## config.mk

```make
export PLATFORM = sky130hd
export DESIGN_NAME = costas_err_detect
export DESIGN_NICKNAME = d
export VERILOG_FILES = /design/src/rtl/costas_err_detect.sv
export SDC_FILE = /design/constraint.sdc
export NUM_CORES = 1
export LEC_CHECK = 0
export ABC_CLOCK_PERIOD_IN_PS = 5800
export CAP_MARGIN = 30
export CORE_MARGIN = 2
export CORE_UTILIZATION = 42
export DETAILED_ROUTE_END_ITERATION = 10
export GPL_TIMING_DRIVEN = 0
export HOLD_SLACK_MARGIN = 0.05
export PLACE_DENSITY = 0.68
export SLEW_MARGIN = 15
export SYNTH_ARGS = -nofsm -noshare
export SYNTH_HDL_FRONTEND = slang
export SYNTH_SLANG_ARGS = --single-unit
```

## constraint.sdc

```tcl
create_clock -name clk -period 5.8 [get_ports clk]
set_clock_uncertainty 0.2 [all_clocks]
set_input_delay 1.16 -clock clk [delete_from_list [all_inputs] [get_ports clk]]
set_output_delay 1.16 -clock clk [all_outputs]
set_load 0.02 [all_outputs]
```

## src/rtl/costas_err_detect.sv

```systemverilog
// Costas-loop phase-error detector with BPSK/QPSK folding.
// Two-stage pipeline; samples carry their mode tag, hold window zeroes error.
module costas_err_detect #(
  parameter int WIDTH       = 16,
  parameter int HOLD_CYCLES = 8,
  parameter int CNT_W       = 8
) (
  input  logic                    clk,
  input  logic                    rst,
  input  logic                    is_bpsk,
  input  logic signed [WIDTH-1:0] in_I_tdata,
  input  logic signed [WIDTH-1:0] in_Q_tdata,
  input  logic                    in_tvalid,
  output logic signed [WIDTH-1:0] out_I_tdata,
  output logic signed [WIDTH-1:0] out_Q_tdata,
  output logic                    out_tvalid,
  output logic signed [WIDTH-1:0] error_tdata,
  output logic                    error_tvalid,
  output logic                    mode_active,
  output logic                    holding
);

  localparam int XW = WIDTH + 2;
  localparam logic signed [XW-1:0] SAT_MAX =
    {3'b000, {(WIDTH-1){1'b1}}};
  localparam logic signed [XW-1:0] SAT_MIN =
    {3'b111, {(WIDTH-1){1'b0}}};
  localparam logic [CNT_W-1:0] HOLD_LOAD = CNT_W'(HOLD_CYCLES);
  localparam logic [CNT_W-1:0] CNT_ONE   = CNT_W'(1);
  localparam bit HOLD_EN = (HOLD_CYCLES > 0);

  typedef enum logic {
    RUN  = 1'b0,
    HOLD = 1'b1
  } state_t;

  function automatic logic signed [WIDTH-1:0] sat(
    input logic signed [XW-1:0] x
  );
    logic signed [WIDTH-1:0] r;
    if (x > SAT_MAX) begin
      r = SAT_MAX[WIDTH-1:0];
    end else if (x < SAT_MIN) begin
      r = SAT_MIN[WIDTH-1:0];
    end else begin
      r = x[WIDTH-1:0];
    end
    return r;
  endfunction

  // stage 1 and mode state
  logic signed [WIDTH-1:0] s1_i_q, s1_i_d;
  logic signed [WIDTH-1:0] s1_q_q, s1_q_d;
  logic                    s1_vld_q, s1_vld_d;
  logic                    s1_tag_q, s1_tag_d;
  logic                    active_q, active_d;
  state_t                  state_q, state_d;
  logic [CNT_W-1:0]        cnt_q, cnt_d;

  // stage 2 (registered outputs)
  logic signed [WIDTH-1:0] out_i_q, out_i_d;
  logic signed [WIDTH-1:0] out_q_q, out_q_d;
  logic signed [WIDTH-1:0] err_q, err_d;
  logic                    out_vld_q, out_vld_d;
  logic                    mode_q, mode_d;
  logic                    hold_q, hold_d;

  logic signed [XW-1:0]    i_x, q_x, a_x, b_x, d_x;
  logic signed [WIDTH-1:0] f_i, f_q, f_err;
  logic                    switch_req, new_tag_out, zero_err;

  // fold and phase error from the stage-1 sample, using its own tag
  always_comb begin
    i_x   = {{2{s1_i_q[WIDTH-1]}}, s1_i_q};
    q_x   = {{2{s1_q_q[WIDTH-1]}}, s1_q_q};
    a_x   = s1_i_q[WIDTH-1] ? -q_x : q_x;
    b_x   = s1_q_q[WIDTH-1] ? -i_x : i_x;
    d_x   = a_x - b_x;
    f_i   = s1_i_q;
    f_q   = s1_q_q;
    f_err = sat(a_x);
    if (!s1_tag_q) begin
      f_i   = sat(b_x);
      f_q   = sat(a_x);
      f_err = sat(d_x);
    end
  end

  // mode tracking and hold window bookkeeping
  always_comb begin
    switch_req  = (is_bpsk != active_q);
    new_tag_out = s1_vld_q && (s1_tag_q == active_q);
    zero_err    = (state_q == HOLD) && new_tag_out;
    active_d    = is_bpsk;
    state_d     = state_q;
    cnt_d       = cnt_q;
    if (switch_req) begin
      if (HOLD_EN) begin
        state_d = HOLD;
        cnt_d   = HOLD_LOAD;
      end
    end else if (zero_err) begin
      cnt_d = cnt_q - CNT_ONE;
      if (cnt_q == CNT_ONE) begin
        state_d = RUN;
      end
    end
  end

  // next values for both pipeline stages
  always_comb begin
    s1_vld_d  = in_tvalid;
    s1_i_d    = s1_i_q;
    s1_q_d    = s1_q_q;
    s1_tag_d  = s1_tag_q;
    if (in_tvalid) begin
      s1_i_d   = in_I_tdata;
      s1_q_d   = in_Q_tdata;
      s1_tag_d = active_q;
    end
    out_vld_d = s1_vld_q;
    out_i_d   = out_i_q;
    out_q_d   = out_q_q;
    err_d     = err_q;
    mode_d    = mode_q;
    if (s1_vld_q) begin
      out_i_d = f_i;
      out_q_d = f_q;
      err_d   = zero_err ? '0 : f_err;
      mode_d  = s1_tag_q;
    end
    hold_d = (state_q == HOLD);
  end

  // state registers with synchronous reset
  always_ff @(posedge clk) begin
    if (rst) begin
      s1_i_q    <= '0;
      s1_q_q    <= '0;
      s1_vld_q  <= 1'b0;
      s1_tag_q  <= 1'b1;
      active_q  <= 1'b1;
      state_q   <= RUN;
      cnt_q     <= '0;
      out_i_q   <= '0;
      out_q_q   <= '0;
      err_q     <= '0;
      out_vld_q <= 1'b0;
      mode_q    <= 1'b1;
      hold_q    <= 1'b0;
    end else begin
      s1_i_q    <= s1_i_d;
      s1_q_q    <= s1_q_d;
      s1_vld_q  <= s1_vld_d;
      s1_tag_q  <= s1_tag_d;
      active_q  <= active_d;
      state_q   <= state_d;
      cnt_q     <= cnt_d;
      out_i_q   <= out_i_d;
      out_q_q   <= out_q_d;
      err_q     <= err_d;
      out_vld_q <= out_vld_d;
      mode_q    <= mode_d;
      hold_q    <= hold_d;
    end
  end

  assign out_I_tdata  = out_i_q;
  assign out_Q_tdata  = out_q_q;
  assign out_tvalid   = out_vld_q;
  assign error_tdata  = err_q;
  assign error_tvalid = out_vld_q;
  assign mode_active  = mode_q;
  assign holding      = hold_q;

endmodule

```

==> metrics.md, run 1 <==
| Metric | Value |
|---|---|
| Worst Path Class, Setup | `flip-flop to flip-flop` |
| Final-report hold violation count | `0` |
| Met2 layer usage reported by global route | `0.381` |
| Cell-by-cell listing of the critical path | `clkbuf_1 -> clkbuf_1 -> mux2i_1 -> inv_1 -> fa_1 -> nor2b_1 -> o2111ai_1 -> and4_1 -> a211o_1 -> a2111oi_2 -> o31a_2 -> o211ai_2 -> a21oi_4 -> buf_4 -> o211ai_1` |
| Clock tree buffer depth | `2` |
| Final min period | `approximately 5 ns` |
| Leading cell types in the layout, fill and taps excluded | `sky130_fd_sc_hd__dfxtp_1, sky130_fd_sc_hd__clkdlybuf4s50_1, sky130_fd_sc_hd__nor2_1, sky130_fd_sc_hd__nand2_1, sky130_fd_sc_hd__o21ai_0` |
| Number of cell rows | `42` |
| Gate Count Post-Synth | `706` |
| Max-capacitance violation count | `0` |
| Hold buffer count at cts | `0` |
| Buffers & Inverters on Critical Path | `4` |
| DRT iter0 DRCs | `535` |
| Dpl cells | `a little under 1,000` |
| Die Width | `121 microns` |
| Pre-antenna DRT Iters | `5` |
| Area of the core | `13,300 sq um` |
| Timing-limited maximum frequency | `200 MHz` |
| Vias | `~5,600` |
| Tightest Pin Transition | `0.720 ns` |
| Effective utilization at floorplan | `0.433` |
| Sum of negative setup slack | `0 ns` |
| Arrival time at the worst endpoint | `5.04 ns` |
| Final Net Count | `858` |
| Delay of the slowest cell on the worst path | `0.51 ns` |
| Average wire per standard cell | `18.0 microns` |
| Clock-pin transition on the worst setup and hold timing paths | `~0.070 ns` |
| Clock tree root driver cell | `sky130_fd_sc_hd__clkbuf_16` |
| Maximum number of pins on one net before global-route repair | `16` |
| Count of input and output buffers | `86` |
| Hold WS | `0.256 ns` |
| CTS tree | `built` |
| Number of setup violations in the final report | `0` |
| Most common cell after layout, fill and taps aside | `sky130_fd_sc_hd__dfxtp_1` |
| Max IR drop VDD | `0.156 mV` |
| Share of the yosys chip area belonging to registers | `0.329` |
| Fin worst setup slack | `0.790 ns` |
| Flip-flop cell with the highest count after synthesis | `sky130_fd_sc_hd__dfxtp_1` |
| Wirelength, routed | `17,700 microns` |
| Number of synthesized register bits | `95` |
| Routability congestion estimate | `0.989` |
| Post-CTS Resized | `0` |
| Yosys top cell by area | `sky130_fd_sc_hd__dfxtp_1` |
| Die Y-Extent | `around 120 microns` |
| Layer with the highest usage after global routing | `met2` |
| Overall Global Routing Usage | `0.248` |
| Antenna diodes | `0` |
| Fin cells | `982` |
| Ranking of synthesized cells by area | `sky130_fd_sc_hd__dfxtp_1, sky130_fd_sc_hd__mux2i_1, sky130_fd_sc_hd__o21ai_0, sky130_fd_sc_hd__nor2_1, sky130_fd_sc_hd__nand2_1` |
| Cell with the largest stage delay on the worst path | `sky130_fd_sc_hd__a2111oi_2` |
| Wire length of the first global-routing pass | `28,200 microns` |
| Signed area change from the synthesized netlist to the final layout | `23.2%` |
| Grt total ovfl | `0` |
| Worst hold-check path type | `flip-flop to flip-flop` |
| Leakage power total | `2.71 nW` |
| Worst slack, placed | `0.889 ns` |
| Met3 layer usage reported by global route | `0.0409` |
| Setup crit start kind | `flip-flop` |
| Via count of the first global-routing pass | `around 5,300` |
| Highest fanout seen on the critical path | `10` |
| Worst rel slew slack | `0.520` |
| Kind of cell adding the most delay to the critical path | `compound AO/OA/AOI/OAI gates` |
| Post-CTS setup buffer count | `0` |
| Post-synthesis net count | `roughly 760` |
| Synth Warn # | `0` |
| Met1 Use GR | `0.345` |
| Number of nets with antenna violations after detailed routing | `0` |
| Half-perimeter wire length after detailed placement | `~14,000 microns` |
| Antenna violations before repair | `0` |
| H-tree Lvls | `3` |
| Sink count of the clock tree | `95` |
| Number of distinct library cells after synthesis | `approximately 70` |
| Worst-Skew Late Latency | `0.36 ns` |
| Vias per inst | `5.67` |
| DRC violation count after routing | `0` |
| Count of boundary I/O pins | `88` |
| Fraction of final layout cells sized beyond drive strength 1 | `0.0608` |
| Number of enable-type register cells in the synthesized netlist | `0` |
| Final Max Tran Viols | `0` |
| Outcome | `completed` |
| Total standard cell area after synthesis | `5780 sq um` |
| Async S/R FF share, synth | `0` |
| Pwr per Cell Area | `272 nW/um^2` |
| Endpoint class of the critical path | `flip-flop` |
| Most numerous cell on the critical path | `sky130_fd_sc_hd__clkbuf_1` |
| CP Data Required Time | `5.83 ns` |
| Die area | `14,700 sq um` |
| Synth Area per Inst | `8.18 sq um` |
| Final worst path period share | `0.864` |
| Proportion of netlist area held by the largest area contributor | `0.329` |
| Unrepaired setup endpoints after global routing | `false` |
| Clock buffers created by TritonCTS | `9` |
where the power goes:
group / switching [mW] / total (mW) / internal [mW]
logic: 0.395 / 0.656 / 0.261
registers: 0.0376 / 0.729 / 0.691
clock network: 0.260 / 0.547 / 0.287
worst paths after layout:
path,start,end,slack (ns),depth (start not counted)
min reg2reg,out_I_tdata[12],out_I_tdata[12],0.26,1
max reg2reg,s1_q_q[15],error_tdata[5],0.79,15
min,out_I_tdata[12],out_I_tdata[12],0.26,1
max,s1_q_q[15],error_tdata[5],0.79,15
cells in the mapped netlist (all sizes together) (2+ instances only):
cell / instances
a311o: 2
nand4: 4
xor2: 17
nand3: 7
a21o: 9
or2: 7
nand2: 75
a21oi: 45
and3: 3
inv: 18
o22ai: 2
mux2i: 37
o21a: 4
and2: 5
dfxtp: 95
o31a: 3
a311oi: 6
a211oi: 4
nor2: 78
or3: 6
xnor2: 25
nor3: 8
nor2b: 8
o2111ai: 4
clkbuf: 32
o41ai: 6
nor4: 9
or4: 4
o221ai: 12
nand3b: 2
o21ai: 70
o211ai: 26
a22o: 2
nand2b: 16
ha: 18
buf: 12
o31ai: 9
worst register-to-register path, cell delays in order, from the launching register on:
cell	delay [ns]
sky130_fd_sc_hd__dfxtp_1	0.42
sky130_fd_sc_hd__clkbuf_1	0.40
sky130_fd_sc_hd__clkbuf_1	0.46
sky130_fd_sc_hd__mux2i_1	0.45
sky130_fd_sc_hd__inv_1	0.11
sky130_fd_sc_hd__fa_1	0.42
sky130_fd_sc_hd__nor2b_1	0.22
sky130_fd_sc_hd__o2111ai_1	0.17
sky130_fd_sc_hd__and4_1	0.22
sky130_fd_sc_hd__a211o_1	0.32
sky130_fd_sc_hd__a2111oi_2	0.51
sky130_fd_sc_hd__o31a_2	0.24
sky130_fd_sc_hd__o211ai_2	0.13
sky130_fd_sc_hd__a21oi_4	0.28
sky130_fd_sc_hd__buf_4	0.23
sky130_fd_sc_hd__o211ai_1	0.11
cells by family (layout without fill, tap and decap cells):
logic type      after synthesis  in the layout  share of synthesized area
flops                        95             95                      0.329
mux                          37             37                     0.0641
buf+inv                      62            162                     0.0448
compound gates              214            214                      0.256
xor+xnor                     42             42                     0.0650
simple gates                237            237                      0.198
fa+ha+maj                    19             19                     0.0425
cell type report:
cell class	instances	area [sq um]
Fill cell	1316	6230
Multi-Input combinational cell	549	3610
Sequential cell	95	1900
Timing Repair Buffer	86	861
Clock buffer	9	225
Tap cell	176	220
Buffer	44	191
Inverter	18	67.6
Clock inverter	5	35.0
layer usage:
metal | wire length, microns | vias to the layer above
met5 | 0 | -
met4 | 492 | 0
met3 | 1320 | 32
met2 | 7770 | 229
met1 | 8140 | 2571
li1 | - | 2737
sequential cells by signal, indices dropped and copies added (netlist names):
register,flops
s1_q_q,16
s1_i_q,16
s1_tag_q,1
cnt_q,8
active_q,1
error_tdata,16
out_Q_tdata,16
error_tvalid,1
holding,1
out_I_tdata,16
hold_d,1
mode_active,1
out_vld_d,1
stage by stage:
stage | util | area, sq um | total power, mW
after floorplan | - | 5780 | 1.18
after global placement | 0.514 | 6860 | 1.37
after detailed placement | 0.514 | 6860 | 1.38
after CTS | 0.533 | 7120 | 1.93
after global routing | 0.533 | 7120 | 2.03
final | 0.533 | 7120 | 1.93
Power figures use the tool's default switching activity.
==> inputs of run 2 (changes only) <==
- ABC_AREA: not set -> 1
- GPL_ROUTABILITY_DRIVEN: not set -> 1
- PLACE_DENSITY: 0.68 -> 0.67
==> run 2 against run 1 <==
  * Fmax is 13% higher
  * Synthesized area is 3.0% higher
  * Count of clock-buffer cells in the layout is 1 higher
  * Via count is 6.5% higher
  * Highest routed layer unchanged
==> metrics.md, run 2 <==
| Metric | Value |
|---|---|
| Clock tree root driver cell | `sky130_fd_sc_hd__clkbuf_16` |
| Worst-Skew Late Latency | `0.36 ns (about the same)` |
| Tightest Pin Transition | `0.835 ns (+0.116 ns)` |
| Wirelength, routed | `17,300 microns (-2.3%)` |
| Clock tree buffer depth | `2 (unchanged)` |
| R2R setup slack | `1.38 ns (+0.59 ns)` |
| Number of distinct library cells after synthesis | `44 (-38%)` |
| Yosys top cell by area | `sky130_fd_sc_hd__dfxtp_1` |
| Outcome | `completed` |
| Die Y-Extent | `123 microns (+1.4%)` |
| Final Net Count | `1,036 (+21%)` |
| Launch point of the worst reg-to-reg path | `s1_q_q[15]` |
| Leakage power total | `3.30 nW (+22%)` |
| Max-capacitance violation count | `0 (unchanged)` |
| Worst Path Class, Setup | `flip-flop to flip-flop` |
| Fraction of final layout cells sized beyond drive strength 1 | `0.0954 (+0.0346)` |
| Area of the core | `13,900 sq um (+4.0%)` |
| Effective utilization at floorplan | `0.429 (-0.00418)` |
| Clock-pin transition on the worst setup and hold timing paths | `0.07 ns (about the same)` |
| Endpoint class of the critical path | `flip-flop` |
| Overall Global Routing Usage | `0.241 (-0.00737)` |
| Half-perimeter wire length after detailed placement | `14,000 microns (+0.97%)` |
| Sum of negative setup slack | `0 ns (unchanged)` |
| CP Data Required Time | `5.85 ns (+0.02 ns)` |
| Ranking of synthesized cells by area | `sky130_fd_sc_hd__dfxtp_1, sky130_fd_sc_hd__nand2_1, sky130_fd_sc_hd__o21ai_0, sky130_fd_sc_hd__inv_1, sky130_fd_sc_hd__nor2_1` |
| Worst hold-check path type | `flip-flop to flip-flop` |
| Fin cells | `1,165 (+19%)` |
| Async S/R FF share, synth | `0 (unchanged)` |
| Post-CTS Resized | `0 (unchanged)` |
| Gate Count Post-Synth | `883 (+25%)` |
| Final min period | `4.42 ns (-0.592 ns)` |
| Wire length of the first global-routing pass | `27,800 microns (-1.3%)` |
| Sink count of the clock tree | `95 (unchanged)` |
| CTS tree | `built` |
| Count of input and output buffers | `87 (+1.2%)` |
| Antenna violations before repair | `0 (unchanged)` |
| Start point of the critical path | `s1_q_q[15]` |
| Synth Warn # | `0 (unchanged)` |
| Synth Area per Inst | `6.74 sq um (-18%)` |
| Share of the yosys chip area belonging to registers | `0.320 (-0.00956)` |
| Most frequent cell after synthesis | `sky130_fd_sc_hd__nand2_1` |
| Proportion of netlist area held by the largest area contributor | `0.320 (-0.00956)` |
| Highest fanout seen on the critical path | `10 (unchanged)` |
| Unrepaired setup endpoints after global routing | `false` |
| Final Max Tran Viols | `0 (unchanged)` |
| Vias per inst | `5.09 (-10%)` |
| Routability congestion estimate | `0.934 (-5.5%)` |
| Average wire per standard cell | `14.9 microns (-18%)` |
| Leading cell types in the layout, fill and taps excluded | `sky130_fd_sc_hd__nand2_1, sky130_fd_sc_hd__inv_1, sky130_fd_sc_hd__dfxtp_1, sky130_fd_sc_hd__o21ai_0, sky130_fd_sc_hd__clkdlybuf4s50_1` |
| Maximum number of pins on one net before global-route repair | `17 (+1)` |
| Max IR drop VDD | `0.145 mV (-7.0%)` |
| Timing-limited maximum frequency | `226 MHz (+13%)` |
| Commonest cells post-synth | `sky130_fd_sc_hd__nand2_1, sky130_fd_sc_hd__inv_1, sky130_fd_sc_hd__dfxtp_1` |
| Signed area change from the synthesized netlist to the final layout | `23.0%` |
| Pre-antenna DRT Iters | `5 (unchanged)` |
| DRC violation count after routing | `0 (unchanged)` |
| Number of synthesized register bits | `95 (unchanged)` |
| Flip-flop cell with the highest count after synthesis | `sky130_fd_sc_hd__dfxtp_1` |
| Grt total ovfl | `0 (unchanged)` |
| Total of fill cells in the finished design | `1,417 (+7.7%)` |
| HP Start | `error_tdata[12]` |
| Total standard cell area after synthesis | `5950 sq um (+3.0%)` |
| Number of cell rows | `43 (+2.4%)` |
| Final worst path period share | `0.762 (-0.102)` |
| Final-report hold violation count | `0 (unchanged)` |
| Number of nets with antenna violations after detailed routing | `0 (unchanged)` |
| Most common cell after layout, fill and taps aside | `sky130_fd_sc_hd__nand2_1` |
| Clock buffers created by TritonCTS | `9 (unchanged)` |
| DRT iter0 DRCs | `288 (-46%)` |
| Die area | `15,100 sq um (+2.9%)` |
| Die Width | `123 microns (+1.4%)` |
| Arrival time at the worst endpoint | `4.46 ns (-0.58 ns)` |
| Worst rel slew slack | `0.439 (-0.0815)` |
| Antenna diodes | `0 (unchanged)` |
| Via count of the first global-routing pass | `5,491 (+3.0%)` |
| Dpl cells | `1,150 (+19%)` |
| Count of boundary I/O pins | `88 (unchanged)` |
| Vias | `5,930 (+6.5%)` |
| Post-CTS setup buffer count | `0 (unchanged)` |
| Hold buffer count at cts | `0 (unchanged)` |
| Setup crit start kind | `flip-flop` |
| Post-synthesis net count | `938 (+23%)` |
| Pwr per Cell Area | `277 nW/um^2 (+2.2%)` |
| H-tree Lvls | `3 (unchanged)` |
| Post-layout total power | `2.03 mW (+5.0%)` |
| Number of setup violations in the final report | `0 (unchanged)` |
| Number of enable-type register cells in the synthesized netlist | `0 (unchanged)` |
run 2: report_power, final:
part	total (mW)	switching, mW	internal (mW)
Clock	0.560	0.266	0.293
Sequential	0.726	0.0317	0.695
Combinational	0.743	0.468	0.276
Total	2.03	0.766	1.26
run 2: logic make-up after synthesis:
family / synth area share
simple gates: 0.300
xor+xnor: 0.0530
fa+ha+maj: 0.0412
buf+inv: 0.101
compound gates: 0.185
flops: 0.320
run 2: cell type report:
class                      instances  area, sq um  area share
sequential                        95         1900       0.260
timing repair buffer              87          871       0.119
multi-input combinational        634         3440       0.471
inverter                         122          463      0.0633
clock inverter                     5         41.3     0.00564
buffer                            32          140      0.0192
tap                              180          225      0.0308
clock buffer                      10          229      0.0313
run 2: path summary, 6_finish.rpt:
kind                                        end  depth (start not counted)
worst min-delay path            error_tdata[12]                          2
worst max register to register  error_tdata[14]                         23
worst max-delay path            error_tdata[14]                         23
worst min register to register  error_tdata[12]                          2
run 2: metal layers:
metal	share of wire	GRT usage
met3	0.047	0.0355
met4	0.030	0.104
met1	0.46	0.315
met5	0	0
met2	0.46	0.395
run 2: through the flow:
step,instance area (sq um),setup slack [ns],util,hold slack [ns]
finish,7310,1.38,0.527,0.249
global route,7310,1.01,0.527,0.271
CTS,7310,1.40,0.527,0.252
detailed placement,7040,1.45,0.507,0.238
global placement,7040,1.46,0.507,0.237
floorplan,5950,2.33,-,0.215
run 2: critical path: stages (launching register included):
cell,delay [ns]
sky130_fd_sc_hd__dfxtp_1,0.41
sky130_fd_sc_hd__buf_4,0.22
sky130_fd_sc_hd__clkbuf_1,0.40
sky130_fd_sc_hd__inv_1,0.22
sky130_fd_sc_hd__a31oi_1,0.22
sky130_fd_sc_hd__xor2_1,0.21
sky130_fd_sc_hd__inv_1,0.11
sky130_fd_sc_hd__ha_1,0.41
sky130_fd_sc_hd__nand2_1,0.13
sky130_fd_sc_hd__nor2_1,0.15
sky130_fd_sc_hd__nand2_1,0.09
sky130_fd_sc_hd__o211ai_1,0.30
sky130_fd_sc_hd__nand3_1,0.12
sky130_fd_sc_hd__nand2_1,0.14
sky130_fd_sc_hd__nand2_1,0.08
sky130_fd_sc_hd__nand2_2,0.08
sky130_fd_sc_hd__nand3_2,0.07
sky130_fd_sc_hd__nand3_1,0.07
sky130_fd_sc_hd__nand2_1,0.10
sky130_fd_sc_hd__a21oi_4,0.25
sky130_fd_sc_hd__buf_6,0.17
sky130_fd_sc_hd__nand2_1,0.05
sky130_fd_sc_hd__nand2_1,0.06
sky130_fd_sc_hd__nand2_1,0.04
==> inputs of run 3 (changes only) <==
- ABC_CLOCK_PERIOD_IN_PS: 5800 -> 4200
- clock period: 5.8 -> 4.2 ns (I/O delays scaled with it)
==> run 3 against run 2 <==
  * Count of clock-buffer cells in the layout is the same
  * Die area is the same
  * Critical path depth is 1 higher
  * Utilization grew 0.20 points
  * Final cell count is 0.17% higher
  * Routed wire length is 0.14% higher
  * Flip-flop and latch count did not move
  * Worst hold slack about the same
  * Critical path type unchanged
  * Critical endpoint is now error_tdata[11]
  * Largest power group unchanged
==> metrics.md, run 3 (synthesis results as in run 2) <==
| Metric | Value |
|---|---|
| Outcome | `completed` |
| Area of the core | `13,900 sq um (unchanged)` |
| Max-capacitance violation count | `0 (unchanged)` |
| Fin worst setup slack | `0.320 ns (-1.06 ns)` |
| Clock tree buffer depth | `2 (unchanged)` |
| Flip-flop and latch area | `1900 sq um (about the same)` |
| Antenna violations before repair | `0 (unchanged)` |
| Design internal power | `1.75 mW (+39%)` |
| Highest fanout seen on the critical path | `6 (-4)` |
| Total of fill cells in the finished design | `1,417 (unchanged)` |
| H-tree Lvls | `3 (unchanged)` |
| Fraction of final layout cells sized beyond drive strength 1 | `0.101 (+0.00589)` |
| Sequential fraction of design power | `0.357 (about the same)` |
| Portion of total power attributed to the clock network | `0.274 (-0.002)` |
| Sw Pwr | `1.06 mW (+38%)` |
| CP Data Required Time | `4.25 ns (-1.60 ns)` |
| Via count of the first global-routing pass | `5,473 (-0.33%)` |
| Hold WS | `0.249 ns (+0.0000530 ns)` |
| Pre-antenna DRT Iters | `5 (unchanged)` |
| Clock-pin transition on the worst setup and hold timing paths | `0.07 ns (about the same)` |
| Worst Path Class, Setup | `flip-flop to flip-flop` |
| Die Width | `123 microns (unchanged)` |
| Half-perimeter wire length after detailed placement | `14,000 microns (unchanged)` |
| Number of setup violations in the final report | `0 (unchanged)` |
| HP Start | `error_tdata[12]` |
| Average wire per standard cell | `14.9 microns (about the same)` |
| Die Y-Extent | `123 microns (unchanged)` |
| Worst R2R Path Depth | `24 (+4.3%)` |
| DRT iter0 DRCs | `319 (+11%)` |
| DRC violation count after routing | `0 (unchanged)` |
| Endpoint class of the critical path | `flip-flop` |
| Fin cells | `1,167 (+0.17%)` |
| Die area | `15,100 sq um (unchanged)` |
| Clock buffers created by TritonCTS | `9 (unchanged)` |
| Launch point of the worst reg-to-reg path | `s1_i_q[0]` |
| Overall Global Routing Usage | `0.240 (-0.000487)` |
| Worst slack, placed | `-0.149 ns (-1.60 ns)` |
| Worst hold-check path type | `flip-flop to flip-flop` |
| Hold Path Sink | `error_tdata[12]` |
| Wirelength, routed | `17,300 microns (+0.14%)` |
| Combined area of the multi-input logic cells | `3450 sq um (about the same)` |
| Number of nets with antenna violations after detailed routing | `0 (unchanged)` |
| Effective utilization at floorplan | `0.429 (unchanged)` |
| Post-layout total power | `2.81 mW (+39%)` |
| Count of boundary I/O pins | `88 (unchanged)` |
| Leakage power total | `3.32 nW (+0.52%)` |
| Antenna diodes | `0 (unchanged)` |
| Maximum number of pins on one net before global-route repair | `20 (+3)` |
| Final Util | `0.529 (+0.00198)` |
| Routability congestion estimate | `0.934 (unchanged)` |
| Final Net Count | `1,038 (+0.19%)` |
| Hold depth | `2 (unchanged)` |
| Number of cell rows | `43 (unchanged)` |
| Final Max Tran Viols | `0 (unchanged)` |
| Vias per inst | `5.12 (+0.59%)` |
| Sum of negative setup slack | `0 ns (unchanged)` |
| Wire length of the first global-routing pass | `27,800 microns (-0.25%)` |
| Pwr per Cell Area | `383 nW/um^2 (+38%)` |
| Clock tree root driver cell | `sky130_fd_sc_hd__clkbuf_16` |
| Vias | `5,975 (+0.76%)` |
| Setup crit start kind | `flip-flop` |
| Timing-limited maximum frequency | `258 MHz (+14%)` |
| Worst-Skew Late Latency | `0.36 ns (about the same)` |
| Signed area change from the synthesized netlist to the final layout | `23.4%` |
| Final min period | `3.88 ns (-0.538 ns)` |
| Post-detailed-placement cell area | `7040 sq um (unchanged)` |
| Sink count of the clock tree | `95 (unchanged)` |
| Leading cell types in the layout, fill and taps excluded | `sky130_fd_sc_hd__nand2_1, sky130_fd_sc_hd__inv_1, sky130_fd_sc_hd__dfxtp_1, sky130_fd_sc_hd__o21ai_0, sky130_fd_sc_hd__clkdlybuf4s50_1` |
| Worst rel slew slack | `0.445 (+0.00663)` |
| Arrival time at the worst endpoint | `3.93 ns (-0.53 ns)` |
| Count of input and output buffers | `87 (unchanged)` |
| Hold buffer count at cts | `0 (unchanged)` |
| Dpl cells | `1,150 (unchanged)` |
| Combinational Power Share | `0.369 (+0.003)` |
| Final-report hold violation count | `0 (unchanged)` |
| Switching share of power | `0.377 (-0.000751)` |
| Grt total ovfl | `0 (unchanged)` |
| Final worst path period share | `0.924 (+0.162)` |
| Reg-to-reg endpoint | `error_tdata[11]` |
| Max IR drop VDD | `0.201 mV (+38%)` |
| Most common cell after layout, fill and taps aside | `sky130_fd_sc_hd__nand2_1` |
| Tightest Pin Transition | `0.826 ns (-0.00987 ns)` |
| Fin area | `7340 sq um (+0.38%)` |
| CTS tree | `built` |
| R2R setup slack | `0.32 ns (-1.06 ns)` |
## run 3: metal layers
| layer | global-route usage | vias to the layer above | wire length, microns | share of wire |
|---|---|---|---|---|
| met5 | 0 | - | 0 | 0 |
| met4 | 0.104 | 0 | 507 | 0.029 |
| met3 | 0.0355 | 33 | 893 | 0.052 |
| met2 | 0.392 | 157 | 7970 | 0.46 |
| met1 | 0.316 | 2715 | 7960 | 0.46 |
| li1 | - | 3070 | - | - |
## run 3: critical path: stages (launching register included)
cell,delay (ns)
sky130_fd_sc_hd__dfxtp_2,0.38
sky130_fd_sc_hd__inv_1,0.10
sky130_fd_sc_hd__ha_1,0.22
sky130_fd_sc_hd__nand2_2,0.12
sky130_fd_sc_hd__nor2_4,0.05
sky130_fd_sc_hd__a31oi_1,0.16
sky130_fd_sc_hd__xor2_1,0.21
sky130_fd_sc_hd__inv_1,0.11
sky130_fd_sc_hd__ha_2,0.40
sky130_fd_sc_hd__nand2_1,0.11
sky130_fd_sc_hd__nor2_1,0.15
sky130_fd_sc_hd__nand2_1,0.08
sky130_fd_sc_hd__o211ai_1,0.28
sky130_fd_sc_hd__nand3_1,0.12
sky130_fd_sc_hd__nand2_1,0.14
sky130_fd_sc_hd__nand2_1,0.08
sky130_fd_sc_hd__nand2_2,0.09
sky130_fd_sc_hd__nand3_2,0.07
sky130_fd_sc_hd__nand3_1,0.07
sky130_fd_sc_hd__nand2_1,0.10
sky130_fd_sc_hd__a21oi_4,0.21
sky130_fd_sc_hd__buf_4,0.17
sky130_fd_sc_hd__nand2_1,0.05
sky130_fd_sc_hd__nand2_1,0.06
sky130_fd_sc_hd__nand2_1,0.04
## run 3: area by class of cell
class,instances,area share
Inverter,122,0.0631
Clock inverter,5,0.00562
Sequential cell,95,0.259
Multi-Input combinational cell,634,0.469
Clock buffer,10,0.0312
Tap cell,180,0.0307
Buffer,31,0.0193
Timing Repair Buffer,90,0.122
## run 3: how the worst max path moves through the flow
stage / startpoint / endpoint / slack [ns] / depth (start not counted)
final: s1_i_q[0] / error_tdata[11] / 0.32 / 24
after detailed placement: s1_q_q[15] / error_tdata[14] / -0.15 / 23
after global routing: s1_i_q[0] / error_tdata[13] / -0.02 / 25
after floorplan: s1_q_q[15] / error_tdata[14] / 0.73 / 23
after CTS: s1_i_q[0] / error_tdata[14] / 0.18 / 24
after global placement: s1_q_q[15] / error_tdata[5] / -0.14 / 23
## run 3: power by group through the flow
stage | clock [mW] | combinational (mW) | sequential, mW
after floorplan | 0 | 0.700 | 1.05
after global placement | 0 | 1.01 | 1.02
after detailed placement | 0 | 1.02 | 1.02
after CTS | 0.782 | 1.02 | 1.00
after global routing | 0.821 | 1.16 | 1.01
final | 0.772 | 1.04 | 1.00
## run 3: repair_timing
| action | CTS | global route |
|---|---|---|
| buffers inserted | 0 | 3 |
| hold endpoints to repair | 0 | 0 |
| setup endpoints to repair | 15 | 15 |
| gates resized for setup | 0 | 6 |
| pin swaps | 0 | 3 |
